`src/rtl/frac_clk_div_prog.sv`:
```
// Runtime-programmable fractional clock divider: a first-order phase accumulator
// mixes N and N+1 cycle periods so the average ratio is N + F/2^FRAC_W.
module frac_clk_div_prog #(
  parameter int INT_W    = 16,
  parameter int FRAC_W   = 8,
  parameter int DEF_INT  = 4,
  parameter int DEF_FRAC = 0
) (
  input  logic              clk_i,
  input  logic              rst_i,
  input  logic              en_i,
  input  logic              cfg_valid_i,
  output logic              cfg_ready_o,
  input  logic [INT_W-1:0]  cfg_int_i,
  input  logic [FRAC_W-1:0] cfg_frac_i,
  output logic              cfg_err_o,
  output logic              clk_out_o,
  output logic              tick_o,
  output logic              running_o
);

  typedef enum logic [1:0] {IDLE, RUN, STOP} state_e;

  localparam logic [INT_W:0]    ONE   = (INT_W+1)'(1);
  localparam logic [INT_W-1:0]  MIN_N = INT_W'(2);
  localparam logic [INT_W-1:0]  DEF_N = INT_W'(DEF_INT);
  localparam logic [FRAC_W-1:0] DEF_F = FRAC_W'(DEF_FRAC);

  state_e              state_q, state_d;
  logic [INT_W:0]      cnt_q, cnt_d, per_q, per_d;
  logic [FRAC_W-1:0]   acc_q, acc_d;
  logic [INT_W-1:0]    act_int_q, act_int_d, pend_int_q, pend_int_d;
  logic [FRAC_W-1:0]   act_frac_q, act_frac_d, pend_frac_q, pend_frac_d;
  logic                pend_vld_q, pend_vld_d;
  logic                rdy_q, rdy_d, err_q, err_d;
  logic                clk_q, clk_d, tick_q, tick_d, run_q, run_d;

  logic                xfer, cfg_ok, bnd, start;
  logic [INT_W-1:0]    nxt_int;
  logic [FRAC_W-1:0]   nxt_frac;
  logic [FRAC_W:0]     sum;

  assign xfer     = cfg_valid_i && rdy_q;
  assign cfg_ok   = (cfg_int_i >= MIN_N);
  assign bnd      = (state_q != IDLE) && (cnt_q == per_q - ONE);
  // A pending config is always consumed on the same edge a new period starts,
  // so the period it governs is built from it directly.
  assign nxt_int  = pend_vld_q ? pend_int_q  : act_int_q;
  assign nxt_frac = pend_vld_q ? pend_frac_q : act_frac_q;
  assign sum      = {1'b0, acc_q} + {1'b0, nxt_frac};

  always_comb begin
    state_d     = state_q;
    cnt_d       = cnt_q;
    per_d       = per_q;
    acc_d       = acc_q;
    act_int_d   = act_int_q;
    act_frac_d  = act_frac_q;
    pend_int_d  = pend_int_q;
    pend_frac_d = pend_frac_q;
    pend_vld_d  = pend_vld_q;
    rdy_d       = rdy_q;
    start       = 1'b0;
    err_d       = xfer && !cfg_ok;
    clk_d       = (state_q != IDLE) && (cnt_q < (per_q >> 1));
    tick_d      = (state_q == RUN) && (cnt_q == '0);
    run_d       = (state_q == RUN);

    case (state_q)
      IDLE: begin
        if (en_i) begin
          start   = 1'b1;
          state_d = RUN;
        end
      end
      RUN: begin
        if (bnd) begin
          if (en_i) start = 1'b1;
          else begin
            state_d = IDLE;
            cnt_d   = '0;
          end
        end else begin
          cnt_d = cnt_q + ONE;
          if (!en_i) state_d = STOP;
        end
      end
      STOP: begin
        if (bnd) begin
          if (en_i) begin
            start   = 1'b1;
            state_d = RUN;
          end else begin
            state_d = IDLE;
            cnt_d   = '0;
          end
        end else begin
          cnt_d = cnt_q + ONE;
          if (en_i) state_d = RUN;
        end
      end
      default: begin
        state_d = IDLE;
        cnt_d   = '0;
      end
    endcase

    if (start) begin
      cnt_d = '0;
      acc_d = sum[FRAC_W-1:0];
      per_d = {1'b0, nxt_int} + {{INT_W{1'b0}}, sum[FRAC_W]};
    end

    if (pend_vld_q && (state_q == IDLE || bnd)) begin
      act_int_d  = pend_int_q;
      act_frac_d = pend_frac_q;
      pend_vld_d = 1'b0;
      rdy_d      = 1'b1;
    end

    // rdy_q high implies nothing pending, so this never collides with the copy
    if (xfer && cfg_ok) begin
      pend_int_d  = cfg_int_i;
      pend_frac_d = cfg_frac_i;
      pend_vld_d  = 1'b1;
      rdy_d       = 1'b0;
    end
  end

  always_ff @(posedge clk_i) begin
    if (rst_i) begin
      state_q     <= IDLE;
      cnt_q       <= '0;
      per_q       <= {1'b0, DEF_N};
      acc_q       <= '0;
      act_int_q   <= DEF_N;
      act_frac_q  <= DEF_F;
      pend_int_q  <= '0;
      pend_frac_q <= '0;
      pend_vld_q  <= 1'b0;
      rdy_q       <= 1'b1;
      err_q       <= 1'b0;
      clk_q       <= 1'b0;
      tick_q      <= 1'b0;
      run_q       <= 1'b0;
    end else begin
      state_q     <= state_d;
      cnt_q       <= cnt_d;
      per_q       <= per_d;
      acc_q       <= acc_d;
      act_int_q   <= act_int_d;
      act_frac_q  <= act_frac_d;
      pend_int_q  <= pend_int_d;
      pend_frac_q <= pend_frac_d;
      pend_vld_q  <= pend_vld_d;
      rdy_q       <= rdy_d;
      err_q       <= err_d;
      clk_q       <= clk_d;
      tick_q      <= tick_d;
      run_q       <= run_d;
    end
  end

  assign cfg_ready_o = rdy_q;
  assign cfg_err_o   = err_q;
  assign clk_out_o   = clk_q;
  assign tick_o      = tick_q;
  assign running_o   = run_q;

endmodule

```
`config.mk`:
```
export PLATFORM = sky130hd
export DESIGN_NAME = frac_clk_div_prog
export DESIGN_NICKNAME = d
export VERILOG_FILES = /design/src/rtl/frac_clk_div_prog.sv
export SDC_FILE = /design/constraint.sdc
export NUM_CORES = 1
export LEC_CHECK = 0
export ABC_AREA = 0
export BUFFER_PORTS_ARGS = -buffer_cell sky130_fd_sc_hd__buf_2
export CAP_MARGIN = 10
export CORE_UTILIZATION = 62
export DETAILED_ROUTE_END_ITERATION = 10
export GPL_TIMING_DRIVEN = 0
export PLACE_DENSITY_LB_ADDON = 0.1
export SYNTH_ARGS = -nofsm -noshare
export SYNTH_HDL_FRONTEND = slang
export SYNTH_SLANG_ARGS = --single-unit
export TNS_END_PERCENT = 100
```
`constraint.sdc`:
```
create_clock -name clk_i -period 6.75 [get_ports clk_i]
set_input_delay 0 -clock clk_i [delete_from_list [all_inputs] [get_ports clk_i]]
set_output_delay 0 -clock clk_i [all_outputs]
set_load 0.05 [all_outputs]
```
# ---- Word-level counts from Yosys, hierarchy flattened
# Cells that the tools add are included.
# W data, S select, Z words.
dict set report op_classes {
  n_addsub 4
  n_lt_le_gt_ge 2
  eq_ne 5
  n_mux 19
  bitwise 1
  n_reduce_logical 16
}
# operator count
set ops {}
lappend ops {{$mux W17} 2}
lappend ops {{$pmux W17 S2} 1}
lappend ops {{$add A16 B1 Y17} 1}
lappend ops {{$add A17 B1 Y17 const B} 1}
lappend ops {{$eq A17 B17 Y1} 1}
lappend ops {{$logic_not A17 Y1} 1}
lappend ops {{$lt A17 B16 Y1} 1}
lappend ops {{$sub A17 B1 Y17 const B} 1}
lappend ops {{$ge A16 B2 Y1 const B} 1}
lappend ops {{$mux W16} 1}
lappend ops {{$mux W2} 5}
lappend ops {{$add A8 B8 Y9} 1}
lappend ops {{$mux W8} 1}
lappend ops {{$logic_and A1 B1 Y1} 7}
lappend ops {{$mux W1} 7}
lappend ops {{$pmux W2 S3} 1}
lappend ops {{$reduce_bool A2 Y1} 2}
lappend ops {{$reduce_or A2 Y1} 2}
lappend ops {{$ne A3 B3 Y1 const B} 1}
lappend ops {{$eq A2 B1 Y1 const B} 1}
lappend ops {{$eq A2 B2 Y1 const B} 1}
lappend ops {{$logic_not A2 Y1} 1}
lappend ops {{$ne A2 B2 Y1 const B} 1}
lappend ops {{$pmux W1 S2} 1}
lappend ops {{other kinds (4)} 4}
dict set report totals {
  reg_bits 98
  in_bits 28
  out_inout_bits 5
  elab_cells 61
}

# ---- Longest topological paths before layout
# Gate-level depths: netlist (run 1).
dict set report depth {
  word_depth 7
  mapped_depth 24
  mapped_depth_nobuf 21
}

# ---- Worst setup path after synthesis (run 1)
# No wires, ideal clock.
dict set report synth_path {
  path_kind {register to register}
  from {register pend_vld_q}
  to {register per_q[12]}
  setup_time_ps 115
  t_arrival_ps 4614
  required_time_ps 6635
  setup_slack_ps 2021
  path_stages_with_launch 24
  n_path_buf 4
  period_less_slack_ps 4729
  path_cell_list {dfxtp_1 buf_4 buf_2 buf_1 clkbuf_1 mux2_2 ha_1 nor2b_1 o21ai_0 nand2b_1 a21o_1 a21o_1 a21o_1 a21o_1 ha_1 ha_1 inv_1 a2111o_1 a21o_1 nor3_1 nand2_1 xor2_1 mux2i_1 o21a_1}
}
dict set report synth_via {
  elab_chain_cells 3
  elab_cells_between_ends 4
  classes_between {add/sub: 2; mux: 2}
}
# item line_no
set synth_lines {}
lappend synth_lines {{start, declared} 34} ;# logic pend_vld_q, pend_vld_d;
lappend synth_lines {{start signal, assigned} 155} ;# pend_vld_q <= pend_vld_d;
lappend synth_lines {{$mux W8} 49} ;# assign nxt_frac = pend_vld_q ? pend_frac_q : act_frac_q;
lappend synth_lines {{$add A8 B8 Y9} 50} ;# assign sum = {1'b0, acc_q} + {1'b0, nxt_frac};
lappend synth_lines {{$add A16 B1 Y17 (*)} 111} ;# per_d = {1'b0, nxt_int} + {{INT_W{1'b0}}, sum[FRAC_W]};
lappend synth_lines {{end signal, assigned} 134} ;# per_q <= {1'b0, DEF_N};
lappend synth_lines {{end signal, assigned} 149} ;# per_q <= per_d;
lappend synth_lines {{end, declared} 30} ;# logic [INT_W:0] cnt_q, cnt_d, per_q, per_d;
# Mark *: on every way between the ends. The rest lies on a longest branch, timed or not.
# A chain may end at the register's enable or synchronous reset.

# ---- Final worst setup path (run 1)
# Same ends and word-level chain as after synthesis.

==> qor.yml, run 1 <==
cts_tree: "done"
arrival_ns: 5.91
setup_viol: 0
endpoint: "per_q[12]$_SDFFE_PP0P_"
routabilityCongestion: 0.949
fmax_mhz: 177
diodes: 0
rrSetupSlack_ns: 1.11
worst_pin_slew_ns: 0.705
syn_nets: 734
total_power_mw: 1.27
ant_nets: 0
clk_pin_slew_worst_paths_ns: 0.10
min_period_ns: 5.64
grt_usage: 0.298
io_pins: 33
portBuffers: 32
drt-met1-wl_mm: 5.88
place_area_mm2: 0.00615
cts_resized: 0
grt_pass1_vias: 4988
setup-tns-final_ns: 0
synthArstFlopShare: 0
status: "finished clean"
routed-via-count: 4997
relSlewSlack: 0.526
synth-seq-cells: 98
hold_class: "in -> reg"
dr.first_iter.drc_count: 147
clk_latency_ns: 0.38
drtPass1Iterations: 5
fin_worst_skew_ns: 0.0162
numCtsBuffers: 9
powerDensity_mw_per_mm2: 192
finalCritPeriodShare: 0.835
wl_met2_mm: 6.88
irDropWorstVdd_mv: 0.161
layout-drive-gt1-share: 0.112
crit_top_cell: "a21o_1"
die_area_mm2: 0.00982
fin_nets: 804
r2r_cells: 23
required_ns: 7.02
path_max_fanout: 10
cp-startpoint: "pend_vld_q$_SDFFE_PP0P_"
num_rows: 35
synthesis.instances: 673
die_y_um: 99.1
vias_per_cell: 5.82
cts-root-to-sink-buffers: 2
start_util: 0.636
hold_viol_final: 0
synth-edff-count: 0
worstPathCellList: "buf_4, buf_2, buf_1, clkbuf_1, mux2_2, ha_1, nor2b_1, o21ai_0, nand2b_1, a21o_1, a21o_1, a21o_1, a21o_1, ha_1, ha_1, inv_1, a2111o_1, a21o_1, nor3_1, nand2_1, xor2_1, mux2i_1, o21a_1"
hpwl_mm: 9.93
cap_violations: 0
synth.distinct_cells: 66
drt_wl_total_mm: 13.7
startpoint_type: "flip-flop"
top_layer: "met4"
finalInstanceArea_mm2: 0.00659
core_area_mm2: 0.00920
critPathKind: "reg -> reg"
drc: 0
dieWidth_um: 99.1
cpPeakStageDelay_ns: 0.51
clock_sinks: 98
worst_setup_path_end_kind: "flip-flop"
grt_max_degree: 18
synth_area_per_cell_um2: 8.69
root_buffer: "clkbuf_8"
grt_pass1_wl_mm: 23.2
cts-htree-levels: 3
synth.cell_area_mm2: 0.00585
syn_to_final_growth_pct: 12.7
wl_met3_um: 531
drv_slew: 0
ys_seq_area_frac: 0.336
r2r-start: "pend_vld_q$_SDFFE_PP0P_"
antenna_found_initial: 0
utilization: 0.717
rsz0062_at_grt: "false"
grt_overflow: 0
timing.rr.end: "per_q[12]$_SDFFE_PP0P_"
cp_slowest_cell: "clkbuf_1"
ys.flop_type: "dfxtp_1"
yosysWarningCount: 0
wire_per_inst_um: 15.9
p_leak_nw: 2.79
==> per-layer routing <==
layer | GRT usage | up-vias
met5 | 0 | -
met4 | 0.117 | 0
met3 | 0.0436 | 29
met2 | 0.543 | 139
met1 | 0.355 | 2345
li1 | - | 2484
==> cells in the final DEF (no fill, tap or decap), drive strengths merged, types with 5 or more instances in the layout <==
cell type / n
a21o: 13
a21oi: 44
and3: 5
buf: 46
clkbuf: 28
dfxtp: 98
dlygate4sd3: 27
ha: 32
inv: 31
mux2: 11
mux2i: 58
nand2: 63
nand2b: 5
nand3: 14
nand3b: 5
nand4: 13
nor2: 88
nor2b: 15
nor3: 11
nor4: 15
o21ai: 9
xnor2: 39
xor2: 17
==> per-stage QoR <==
stage               hold slack (ns)  instances  setup slack [ns]
global route                 0.0463        859             0.587
floorplan                     0.136        673              2.02
detailed placement            0.247        816              1.16
global placement              0.241        816              1.25
finish                       0.0490        859              1.11
CTS                          0.0382        859              1.11
==> report_power, final <==
group,switching [mW],internal (mW),total (mW)
Combinational,0.156,0.124,0.280
Sequential,0.0269,0.602,0.629
Clock,0.220,0.138,0.358
Total,0.403,0.865,1.27
==> cells by family (layout without fill, tap and decap cells) <==
family	Yosys count	count (layout)	synth area share
buf+inv	60	135	0.0535
mux	69	69	0.121
xor+xnor	56	56	0.0839
flops	98	98	0.336
simple gates	260	260	0.223
compound gates	97	97	0.111
fa+ha+maj	33	33	0.0719
==> timing repair <==
action / CTS / global route
hold endpoints to repair: 27 / 0
hold buffers: 27 / 0
buffers inserted: 0 / 0
setup endpoints to repair: 0 / 0
==> state kept, by name (all words and copies together), names as in the netlist <==
name and count:
state_q 2, clk_out_o 1, cfg_err_o 1, running_o 1, pend_int_q 16, acc_q 8
pend_frac_q 8, act_frac_q 8, pend_vld_q 1, cfg_ready_o 1, cnt_q 17, tick_o 1
act_int_q 16, per_q 17
==> cell usage after synthesis, drive strengths merged, types with 4 or more instances <==
library cell	number	area, um^2
nand3	14	70.1
inv	28	105
nand3b	5	37.5
mux2	11	128
a21oi	44	228
xor2	17	149
mux2i	58	581
nor2b	15	93.8
buf	14	140
dfxtp	98	1960
nor2	88	333
o21a	4	30.0
and3	5	31.3
nand2b	5	31.3
nor4	15	130
nor3	11	55.1
nand2	63	236
clkbuf	18	67.6
o21ai	9	45.0
or2	4	25.0
nand4	13	81.3
xnor2	39	342
a21o	13	97.6
ha	32	400
==> area by class of cell <==
type | count | area (um^2)
Fill cell | 737 | 2610
Buffer | 32 | 208
Clock buffer | 10 | 128
Timing Repair Buffer | 59 | 430
Clock inverter | 6 | 47.5
Inverter | 28 | 105
Multi-Input combinational cell | 515 | 3570
Sequential cell | 98 | 1960
Tap cell | 111 | 139
==> worst min-delay path by stage <==
stage,to,depth (start not counted),from
after floorplan,pend_frac_q[0]$_SDFFE_PP0P_,2,cfg_frac_i[0]
after global placement,pend_frac_q[0]$_SDFFE_PP0P_,3,cfg_frac_i[0]
after detailed placement,pend_frac_q[3]$_SDFFE_PP0P_,3,cfg_frac_i[3]
after CTS,clk_out_o$_SDFF_PP0_,4,rst_i
after global routing,clk_out_o$_SDFF_PP0_,4,rst_i
final,clk_out_o$_SDFF_PP0_,4,rst_i
==> worst max-delay path, delay by kind of cell, from the launching register on <==
kind	cells	cell delay (ns)
xor gates and xnor gates	1	0.15
and+or+nand+nor	4	0.83
muxes	2	0.52
adders and majority gates	3	0.68
buffers and inverters	5	1.55
DFF	1	0.47
AOI/OAI and AO/OA	8	1.32
Note: power is estimated with default switching activity, not from simulation.
==> run 2: changes to the inputs <==
Settings changed: CORE_UTILIZATION 62 to 56.
Clock period 6.75 ns to 5 ns, I/O delays scaled along.
==> qor.yml, run 2 (synthesized netlist as in run 1, its figures left out) <==
stdcell_count: 879
finalCritPeriodShare: 0.922
fillCellCount: 838
layout-drive-gt1-share: 0.114
grt_overflow: 0
min_from: "rst_i"
cap_violations: 0
p_leak_nw: 2.79
routabilityCongestion: 0.903
wire_per_inst_um: 15.0
start_util: 0.587
diodes: 0
startpoint_type: "flip-flop"
cts-htree-levels: 3
drt_wl_total_mm: 13.2
place_inst: 838
num_rows: 36
min_period_ns: 4.61
relSlewSlack: 0.554
utilization: 0.665
irDropWorstVdd_mv: 0.277
finalInstanceArea_mm2: 0.00662
arrival_ns: 4.90
hold_viol_final: 0
io_pins: 33
grt_pass1_wl_mm: 22.6
setup_viol: 0
worstPathCellList: "buf_4, clkbuf_2, mux2_2, ha_1, nor2b_1, o21ai_0, nand2b_1, a21o_1, a21o_1, a21o_1, a21o_1, ha_1, ha_1, inv_1, a2111o_1, a21o_1, nor3_2, nand2_1, xor2_1, mux2i_1, o21a_1"
dieWidth_um: 104
final_cell_mix: "98 x dfxtp_1, 87 x nor2_1, 63 x nand2_1"
cp_slowest_cell: "dfxtp_1"
rsz0062_at_grt: "false"
fin_worst_skew_ns: 0.0143
powerDensity_mw_per_mm2: 259
grt_pass1_vias: 4875
cp-startpoint: "pend_vld_q$_SDFFE_PP0P_"
cpPeakStageDelay_ns: 0.48
hold_class: "in -> reg"
portBuffers: 32
ant_nets: 0
fmax_mhz: 217
syn_to_final_growth_pct: 13.2
grt_usage: 0.257
power.internal_mw: 1.17
vias_per_cell: 5.57
dr.first_iter.drc_count: 153
numCtsBuffers: 9
power.switching_mw: 0.548
status: "finished clean"
combPwrFrac: 0.219
place_area_mm2: 0.00617
die_y_um: 104
clock_sinks: 98
clk_latency_ns: 0.40
final_common_cell: "dfxtp_1"
clkPwrFrac: 0.287
grt_max_degree: 20
drtPass1Iterations: 4
swShare: 0.319
r2r-start: "pend_vld_q$_SDFFE_PP0P_"
largestRegisters: "cnt_q (17), per_q (17)"
fin_nets: 802
required_ns: 5.29
clk_pin_slew_worst_paths_ns: 0.10
hpwl_mm: 9.92
drc: 0
path_max_fanout: 28
cts_tree: "done"
worst_pin_slew_ns: 0.663
routed-via-count: 4895
drv_slew: 0
worst_setup_path_end_kind: "flip-flop"
critPathKind: "reg -> reg"
p_seq_frac: 0.494
antenna_found_initial: 0
root_buffer: "clkbuf_8"
die_area_mm2: 0.0109
cts-root-to-sink-buffers: 2
crit_top_cell: "a21o_1"
core_area_mm2: 0.00995
## run 2: layout make-up
cell class | count | area (um^2) | area share
repair buffers | 59 | 430 | 0.0650
flip-flops and latches | 98 | 1960 | 0.296
multi-input cells | 515 | 3580 | 0.540
inverters | 28 | 105 | 0.0159
clock buffers | 10 | 128 | 0.0193
well taps | 133 | 166 | 0.0251
clock inverters | 6 | 51.3 | 0.00775
plain buffers | 30 | 200 | 0.0302
## run 2: worst paths after layout
| kind | to | slack, ns | depth (start not counted) |
|---|---|---|---|
| worst max-delay path | per_q[12]$_SDFFE_PP0P_ | 0.39 | 21 |
| worst min-delay path | clk_out_o$_SDFF_PP0_ | 0.02 | 4 |
| worst max register to register | per_q[12]$_SDFFE_PP0P_ | 0.39 | 21 |
| worst min register to register | pend_frac_q[3]$_SDFFE_PP0P_ | 0.48 | 2 |
## run 2: worst max-delay path, delay by kind of cell, from the launching register on
family | cells | cell delay (ns)
adders and majority gates | 3 | 0.66
DFF | 1 | 0.48
muxes | 2 | 0.49
and+or+nand+nor | 4 | 0.68
buffers and inverters | 3 | 0.76
AOI/OAI and AO/OA | 8 | 1.28
xor gates and xnor gates | 1 | 0.15
## run 2: stage by stage
step	hold WS, ns	worst slack [ns]	total power, mW	setup TNS (ns)
finish	0.0222	0.392	1.72	0
global route	0.0390	0.0901	1.79	0
CTS	0.0189	0.133	1.73	0
detailed placement	0.249	-0.573	1.22	-2.26
global placement	0.242	-0.525	1.21	-1.94
floorplan	0.136	0.271	1.13	0
## run 2: per-layer routing
metal	up-vias	part of all wire	global-route usage
li1	2478	-	-
met1	2303	0.45	0.299
met2	94	0.50	0.464
met3	20	0.033	0.0589
met4	0	0.020	0.0827
met5	-	0	0
## run 2: timing repair
action,4_1_cts,5_1_grt
hold buffers,27,0
pin swaps,0,0
resized for setup,2,0
endpoints found under the hold margin,27,0
endpoints found under the setup margin,8,4
buffers inserted,0,0
## run 2: power by group through the flow
stage | Clock, mW | Sequential (mW) | Combinational (mW)
after floorplan | 0 | 0.869 | 0.265
after global placement | 0 | 0.864 | 0.349
after detailed placement | 0 | 0.866 | 0.358
after CTS | 0.504 | 0.848 | 0.374
after global routing | 0.532 | 0.854 | 0.409
final | 0.493 | 0.849 | 0.375
